`src/rtl/wb_dma_writer_pkg.sv`:
```
// Shared encodings for the Wishbone DMA writer: FSM states and Wishbone
// cycle-type / burst-type constants.
package wb_dma_writer_pkg;

  typedef enum logic [2:0] {
    S_IDLE,
    S_WAIT_DATA,
    S_BURST,
    S_RETRY_WAIT,
    S_FINISH
  } state_t;

  localparam logic [2:0] CTI_CLASSIC = 3'b000;
  localparam logic [2:0] CTI_INCR    = 3'b010;
  localparam logic [2:0] CTI_EOB     = 3'b111;

  localparam logic [1:0] BTE_LINEAR  = 2'b00;

endpackage

```
`src/rtl/wb_dma_writer_burst_sizer.sv`:
```
// Burst length calculator: the smallest of the burst cap, the words still
// to move, and the words left before the next 4 KiB page boundary.
module wb_burst_sizer #(
  parameter int BURST_LEN = 8
) (
  input  logic [15:0] remaining,
  input  logic [9:0]  word_ofs,
  output logic [4:0]  beats
);

  logic [10:0] to_boundary;

  // word_ofs is the word index inside the current 4 KiB page
  assign to_boundary = 11'd1024 - {1'b0, word_ofs};

  always_comb begin
    beats = 5'(BURST_LEN);
    if (to_boundary < 11'(BURST_LEN)) beats = to_boundary[4:0];
    if (remaining < 16'(beats)) beats = remaining[4:0];
  end

endmodule

```
`src/rtl/wb_dma_writer.sv`:
```
// Wishbone master that drains a FWFT source FIFO into PCI memory space with
// incrementing bursts, retry back-off and error abort.
module wb_dma_writer
  import wb_dma_writer_pkg::*;
#(
  parameter int BURST_LEN   = 8,
  parameter int RETRY_GAP   = 4,
  parameter int RETRY_LIMIT = 15
) (
  input  logic        WB_CLK,
  input  logic        WB_RST,
  input  logic        START,
  input  logic [31:0] DST_ADDR,
  input  logic [15:0] WORD_COUNT,
  output logic        BUSY,
  output logic        DONE,
  output logic        ERROR,
  input  logic [31:0] SRC_DATA,
  input  logic [9:0]  SRC_LEVEL,
  output logic        SRC_READ,
  output logic [31:0] WBM_ADR_O,
  output logic [31:0] WBM_DAT_O,
  output logic [3:0]  WBM_SEL_O,
  output logic        WBM_CYC_O,
  output logic        WBM_STB_O,
  output logic        WBM_WE_O,
  output logic [2:0]  WBM_CTI_O,
  output logic [1:0]  WBM_BTE_O,
  input  logic        WBM_ACK_I,
  input  logic        WBM_RTY_I,
  input  logic        WBM_ERR_I
);

  localparam int RTY_W = $clog2(RETRY_LIMIT + 2);
  localparam int GAP_W = (RETRY_GAP > 1) ? $clog2(RETRY_GAP) : 1;

  state_t             state, state_nx;
  logic [29:0]        word_addr;
  logic [15:0]        remaining;
  logic [4:0]         beats;
  logic [4:0]         beat_cnt;
  logic               single;
  logic [RTY_W-1:0]   retry_cnt;
  logic [GAP_W-1:0]   gap_cnt;
  logic               error;
  logic               in_burst, level_ok, retry_exhausted;
  logic               take_ack, take_rty, take_err;
  logic               addr_lsb_unused;

  // byte-lane bits of the destination are not meaningful for word transfers
  assign addr_lsb_unused = ^DST_ADDR[1:0];

  wb_burst_sizer #(.BURST_LEN(BURST_LEN)) u_sizer (
    .remaining (remaining),
    .word_ofs  (word_addr[9:0]),
    .beats     (beats)
  );

  assign in_burst        = (state == S_BURST);
  assign level_ok        = (SRC_LEVEL >= {5'd0, beats});
  assign retry_exhausted = (retry_cnt == RTY_W'(RETRY_LIMIT));

  // termination priority is ERR > RTY > ACK; an over-limit retry becomes an error
  assign take_err = in_burst && (WBM_ERR_I || (WBM_RTY_I && retry_exhausted));
  assign take_rty = in_burst && !WBM_ERR_I && WBM_RTY_I && !retry_exhausted;
  assign take_ack = in_burst && !WBM_ERR_I && !WBM_RTY_I && WBM_ACK_I;

  always_comb begin
    state_nx = state;
    unique case (state)
      S_IDLE:       if (START) state_nx = (WORD_COUNT == 16'd0) ? S_FINISH : S_WAIT_DATA;
      S_WAIT_DATA:  if (level_ok) state_nx = S_BURST;
      S_BURST: begin
        if (take_err)      state_nx = S_FINISH;
        else if (take_rty) state_nx = S_RETRY_WAIT;
        else if (take_ack && beat_cnt == 5'd1)
          state_nx = (remaining == 16'd1) ? S_FINISH : S_WAIT_DATA;
      end
      S_RETRY_WAIT: if (gap_cnt == '0) state_nx = level_ok ? S_BURST : S_WAIT_DATA;
      S_FINISH:     state_nx = S_IDLE;
      default:      state_nx = S_IDLE;
    endcase
  end

  always_ff @(posedge WB_CLK) begin
    if (WB_RST) begin
      state     <= S_IDLE;
      beat_cnt  <= '0;
      single    <= 1'b0;
      retry_cnt <= '0;
      gap_cnt   <= '0;
      error     <= 1'b0;
    end else begin
      state <= state_nx;
      if (state == S_IDLE && START) begin
        error     <= 1'b0;
        retry_cnt <= '0;
      end
      // beat count is captured on every entry to BURST, including reissues
      if (state != S_BURST && state_nx == S_BURST) begin
        beat_cnt <= beats;
        single   <= (beats == 5'd1);
      end else if (take_ack) begin
        beat_cnt <= beat_cnt - 5'd1;
      end
      if (take_ack) begin
        retry_cnt <= '0;
      end else if (take_rty) begin
        retry_cnt <= retry_cnt + 1'b1;
        gap_cnt   <= GAP_W'(RETRY_GAP - 1);
      end
      if (state == S_RETRY_WAIT && gap_cnt != '0) gap_cnt <= gap_cnt - 1'b1;
      if (take_err) error <= 1'b1;
    end
  end

  always_ff @(posedge WB_CLK) begin
    if (state == S_IDLE && START) begin
      word_addr <= DST_ADDR[31:2];
      remaining <= WORD_COUNT;
    end else if (take_ack) begin
      word_addr <= word_addr + 30'd1;
      remaining <= remaining - 16'd1;
    end
  end

  assign WBM_CYC_O = in_burst;
  assign WBM_STB_O = in_burst;
  assign WBM_WE_O  = in_burst;
  assign WBM_SEL_O = in_burst ? 4'hF : 4'h0;
  assign WBM_ADR_O = in_burst ? {word_addr, 2'b00} : 32'd0;
  assign WBM_DAT_O = in_burst ? SRC_DATA : 32'd0;
  assign WBM_BTE_O = BTE_LINEAR;
  assign WBM_CTI_O = (!in_burst || single) ? CTI_CLASSIC :
                     (beat_cnt == 5'd1)    ? CTI_EOB : CTI_INCR;

  assign SRC_READ = take_ack;
  assign BUSY     = (state != S_IDLE);
  assign DONE     = (state == S_FINISH);
  assign ERROR    = error;

endmodule

```
`config.mk`:
```
export PLATFORM = sky130hd
export DESIGN_NAME = wb_dma_writer
export DESIGN_NICKNAME = d
export VERILOG_FILES = /design/src/rtl/wb_dma_writer_pkg.sv /design/src/rtl/wb_dma_writer_burst_sizer.sv /design/src/rtl/wb_dma_writer.sv
export SDC_FILE = /design/constraint.sdc
export NUM_CORES = 1
export LEC_CHECK = 0
export BUFFER_PORTS_ARGS = -buffer_cell sky130_fd_sc_hd__buf_4
export CORE_MARGIN = 2
export CORE_UTILIZATION = 54
export DETAILED_ROUTE_END_ITERATION = 8
export HOLD_SLACK_MARGIN = 0.15
export PLACE_DENSITY_LB_ADDON = 0.25
export SLEW_MARGIN = 20
export SYNTH_ARGS = -nofsm -noshare
export SYNTH_HDL_FRONTEND = slang
export SYNTH_HIERARCHICAL = 1
export SYNTH_SLANG_ARGS = --single-unit
```
`constraint.sdc`:
```
create_clock -name WB_CLK -period 10 [get_ports WB_CLK]
set_input_delay 0.5 -clock WB_CLK [delete_from_list [all_inputs] [get_ports WB_CLK]]
set_output_delay 0.5 -clock WB_CLK [all_outputs]
set_load 0.005 [all_outputs]
```
==> impl_results.rst <==
.. list-table::
   :header-rows: 1

   * - Metric
     - Value
   * - Outcome
     - finished clean
   * - First element of the critical path
     - word_addr[0]
   * - TritonCTS buffer count
     - 9
   * - CP Data Arrival Time
     - 4980 ps
   * - PwrDens
     - 126 mW/mm²
   * - Setup crit start kind
     - flip-flop
   * - Starting Density
     - 0.548
   * - Number of enable flip-flop cells after synthesis
     - 46
   * - Post-synthesis async set-or-reset flop share
     - 0
   * - Post-Place Cells
     - 786
   * - Top library cells by usage in the layout, fill and taps aside
     - buf_4 (170), and2_1 (62), nand2_1 (59)
   * - Register-to-Register Path Depth
     - 19
   * - Portion of the post-synthesis area used by sequential elements
     - 0.366
   * - Max-slew violation count
     - 0
   * - Fillcell total
     - 654
   * - Number of setup violations in the final report
     - 0
   * - CP Depth
     - 19
   * - Post-route DRC
     - 0
   * - Top cells by area, synth
     - edfxtp_1 (29%), and2_1 (8.4%), dfxtp_1 (7.2%)
   * - HPWL after DPL
     - 8.87 mm
   * - Root buffer cell
     - clkbuf_8
   * - Element type at the critical path end
     - flip-flop
   * - Most frequent CP cell
     - ha_1
   * - Worst hold slack
     - 427 ps
   * - Length of the first detailed-routing pass in iterations
     - 4
   * - Flop-to-flop setup slack
     - 5290 ps
   * - Fin Setup TNS
     - 0 ps
   * - TritonCTS clock tree
     - done
   * - Max-Slew Margin vs Limit
     - 0.459
   * - Leading cell type in the layout, fill and taps excluded
     - buf_4
   * - Static power due to leakage
     - 0.00253 µW
   * - Area of the multi-input gates
     - 0.00274 mm²
   * - Delay of the slowest cell on the worst path
     - 590 ps
   * - Total overflow reported by the global router
     - 0
   * - Capturing instance or port of the critical path
     - state[0]
   * - CP required
     - 10,270 ps
   * - Port Buf Inserts
     - 169
   * - Delay-heaviest family, CP
     - compound AO/OA/AOI/OAI gates
   * - Pin count of the biggest net entering global routing
     - 75
   * - Transition time at the pin with the least slew margin
     - 809 ps
   * - Critical path class
     - flip-flop to flip-flop
   * - Initial antenna violation count
     - 0
   * - Count of cells resized by post-cts repair
     - 0
   * - Wire length of the first global-routing pass
     - 19.3 mm
   * - Non-filler cells in the finished layout
     - 802
   * - Fin crit period
     - 4710 ps
   * - Worst flop-to-flop path startpoint
     - word_addr[0]
   * - Number of vias per cell
     - 5.48
   * - Destination of the worst register-to-register timing path
     - state[0]
   * - Post-route clock period utilization
     - 0.471
   * - Cells after Synth
     - 539
   * - Count of nets left with antenna violations after detail routing
     - 0
   * - Number of setup buffers added after CTS
     - 0
   * - Die span in x
     - 97.4 µm
   * - Total die area
     - 0.00948 mm²
   * - Count of maximum capacitance violations
     - 0
   * - Core area
     - 0.00859 mm²
   * - Count of distinct cell types in the synthesized netlist
     - 66
   * - Routability-driven placement congestion ratio
     - 0.875
   * - Slowest-stage cell, CP
     - edfxtp_1
   * - FF+latch area
     - 0.00172 mm²
   * - Average wire per cell in the routed design
     - 14.8 µm
   * - Number of buffer and inverter stages on the critical path
     - 2
   * - Post-synth top area cell
     - edfxtp_1
   * - Synthesis-stage register bit count
     - 63
   * - Critical Path Fanout Max
     - 12
   * - Highest Clock Rate
     - 212 MHz
   * - Mean Syn Cell Area
     - 8.73 µm²
   * - Maximum level of the CTS H-tree
     - 3
   * - Number of buffers on the longest clock path
     - 2
   * - First-iteration detailed-routing DRC count
     - 168
   * - Largest vdd supply drop
     - 0.0876 mV
   * - Cts hold-fix bufs
     - 0
   * - Global-route usage over all layers
     - 0.245
   * - RSZ-0062 raised after global routing
     - no
   * - Via count of the first global-routing pass
     - 4,243
   * - Clock transition at the registers of the reported paths
     - 70 ps
   * - Worst hold path type
     - primary input to flip-flop
   * - Fin Clk Skew
     - 13.8 ps
   * - Later-pin clock latency in the skew report
     - 340 ps
   * - CP Cell Sequence
     - inv_1, ha_1, nor4bb_1, nand3_1, a22oi_4, nand2_1, ha_1, o211ai_1, nor3b_1, nor3_4, nor2_2, o22ai_1, inv_1, ha_1, a21o_2, a2111oi_4, o21ai_2, a311o_1, a31oi_1
   * - Synth-to-Final Area Change
     - 30.3%
   * - Most frequently used flop master after synthesis
     - edfxtp_1
   * - TritonCTS Sinks
     - 63
   * - Die boundary height
     - 97.4 µm
   * - Number of placed I/O pins
     - 176
   * - Share of cells above drive strength 1
     - 0.298
   * - Count of warnings emitted by yosys
     - 6
   * - ANT cells
     - 0
   * - Detailed-route wire length
     - 11.9 mm
   * - Netlist area before placement
     - 0.00471 mm²
   * - Via count
     - 4,393
   * - Share of Yosys cell area claimed by the top area cell type
     - 0.294
   * - Cell Rows
     - 34
   * - Fin nets
     - 803
   * - Hold Fails Final Rpt
     - 0
worst register-to-register path: stages (launching register included):
cell and delay (ps):
edfxtp_1 590, inv_1 110, ha_1 270, nor4bb_1 320
nand3_1 160, a22oi_4 290, nand2_1 100, ha_1 290
o211ai_1 90, nor3b_1 360, nor3_4 100, nor2_2 190
o22ai_1 120, inv_1 120, ha_1 250, a21o_2 240
a2111oi_4 370, o21ai_2 210, a311o_1 350, a31oi_1 120
cells in the mapped netlist (4+ instances only):
master and count:
a21oi_1 17, a31oi_1 4, and2_1 63, and3_1 5, buf_4 11, clkbuf_1 21
dfxtp_1 17, edfxtp_1 46, ha_1 18, inv_1 23, nand2_1 60, nand2b_1 5
nand3_1 20, nand4_1 15, nand4b_1 4, nor2_1 40, nor3_1 13, nor4_1 7
o21ai_0 35, o21ai_1 4, xnor2_1 22, xor2_1 23
worst min path at each step:
| stage | cells past startpoint | endpoint | start | slack (ps) |
|---|---|---|---|---|
| 6_report | 3 | word_addr[11] | DST_ADDR[13] | 430 |
| 3_5_place_dp | 2 | ERROR | ERROR | 470 |
| 5_1_grt | 3 | word_addr[11] | DST_ADDR[13] | 420 |
| 3_3_place_gp | 2 | ERROR | ERROR | 450 |
| 4_1_cts | 3 | word_addr[11] | DST_ADDR[13] | 420 |
| 2_1_floorplan | 1 | retry_cnt[3] | retry_cnt[3] | 430 |
kinds of logic (layout without fill, tap and decap cells):
family	Yosys count	after routing	synth area share
simple gates	262	262	0.315
compound gates	91	91	0.128
flops	63	63	0.366
buf+inv	57	209	0.0558
xor+xnor	45	45	0.0838
fa+ha+maj	18	18	0.0479
other cells	2	5	0.00160
mux	1	1	0.00213
registers in the layout, indices dropped and copies added, names as in the netlist:
signal,count
ERROR,1
retry_cnt,5
state,3
remaining,16
single,1
beat_cnt,5
word_addr,30
gap_cnt,2
layer usage:
metal / wire length, µm / vias to the layer above / part of all wire / GRT usage
met5: 0 / - / 0 / 0
met4: 242 / 0 / 0.020 / 0.106
met3: 763 / 22 / 0.064 / 0.0453
met2: 6080 / 166 / 0.51 / 0.434
met1: 4780 / 2014 / 0.40 / 0.291
li1: - / 2191 / - / -
area by class of cell:
type	count	share of cell area
clock buffer	15	0.0271
tap	108	0.0220
inverter	23	0.0141
multi-input combinational	422	0.447
sequential	63	0.281
clock inverter	1	0.000816
timing repair buffer	170	0.208
per-stage QoR:
step	worst slack (ps)	total power, µW	area, µm²	utilization
after CTS	5300	775	6130	0.713
after floorplan	5930	490	4720	-
after global placement	5500	569	5960	0.693
after detailed placement	5360	578	5960	0.693
final	5290	774	6130	0.714
after global routing	4900	813	6130	0.714
report_power, final:
part,internal [µW],leakage [µW],switching (µW)
Combinational,100,0.00187,103
Clock,104,0.0000877,96.6
Sequential,327,0.000579,43.5
No activity file was read; power rests on OpenSTA's default activity.
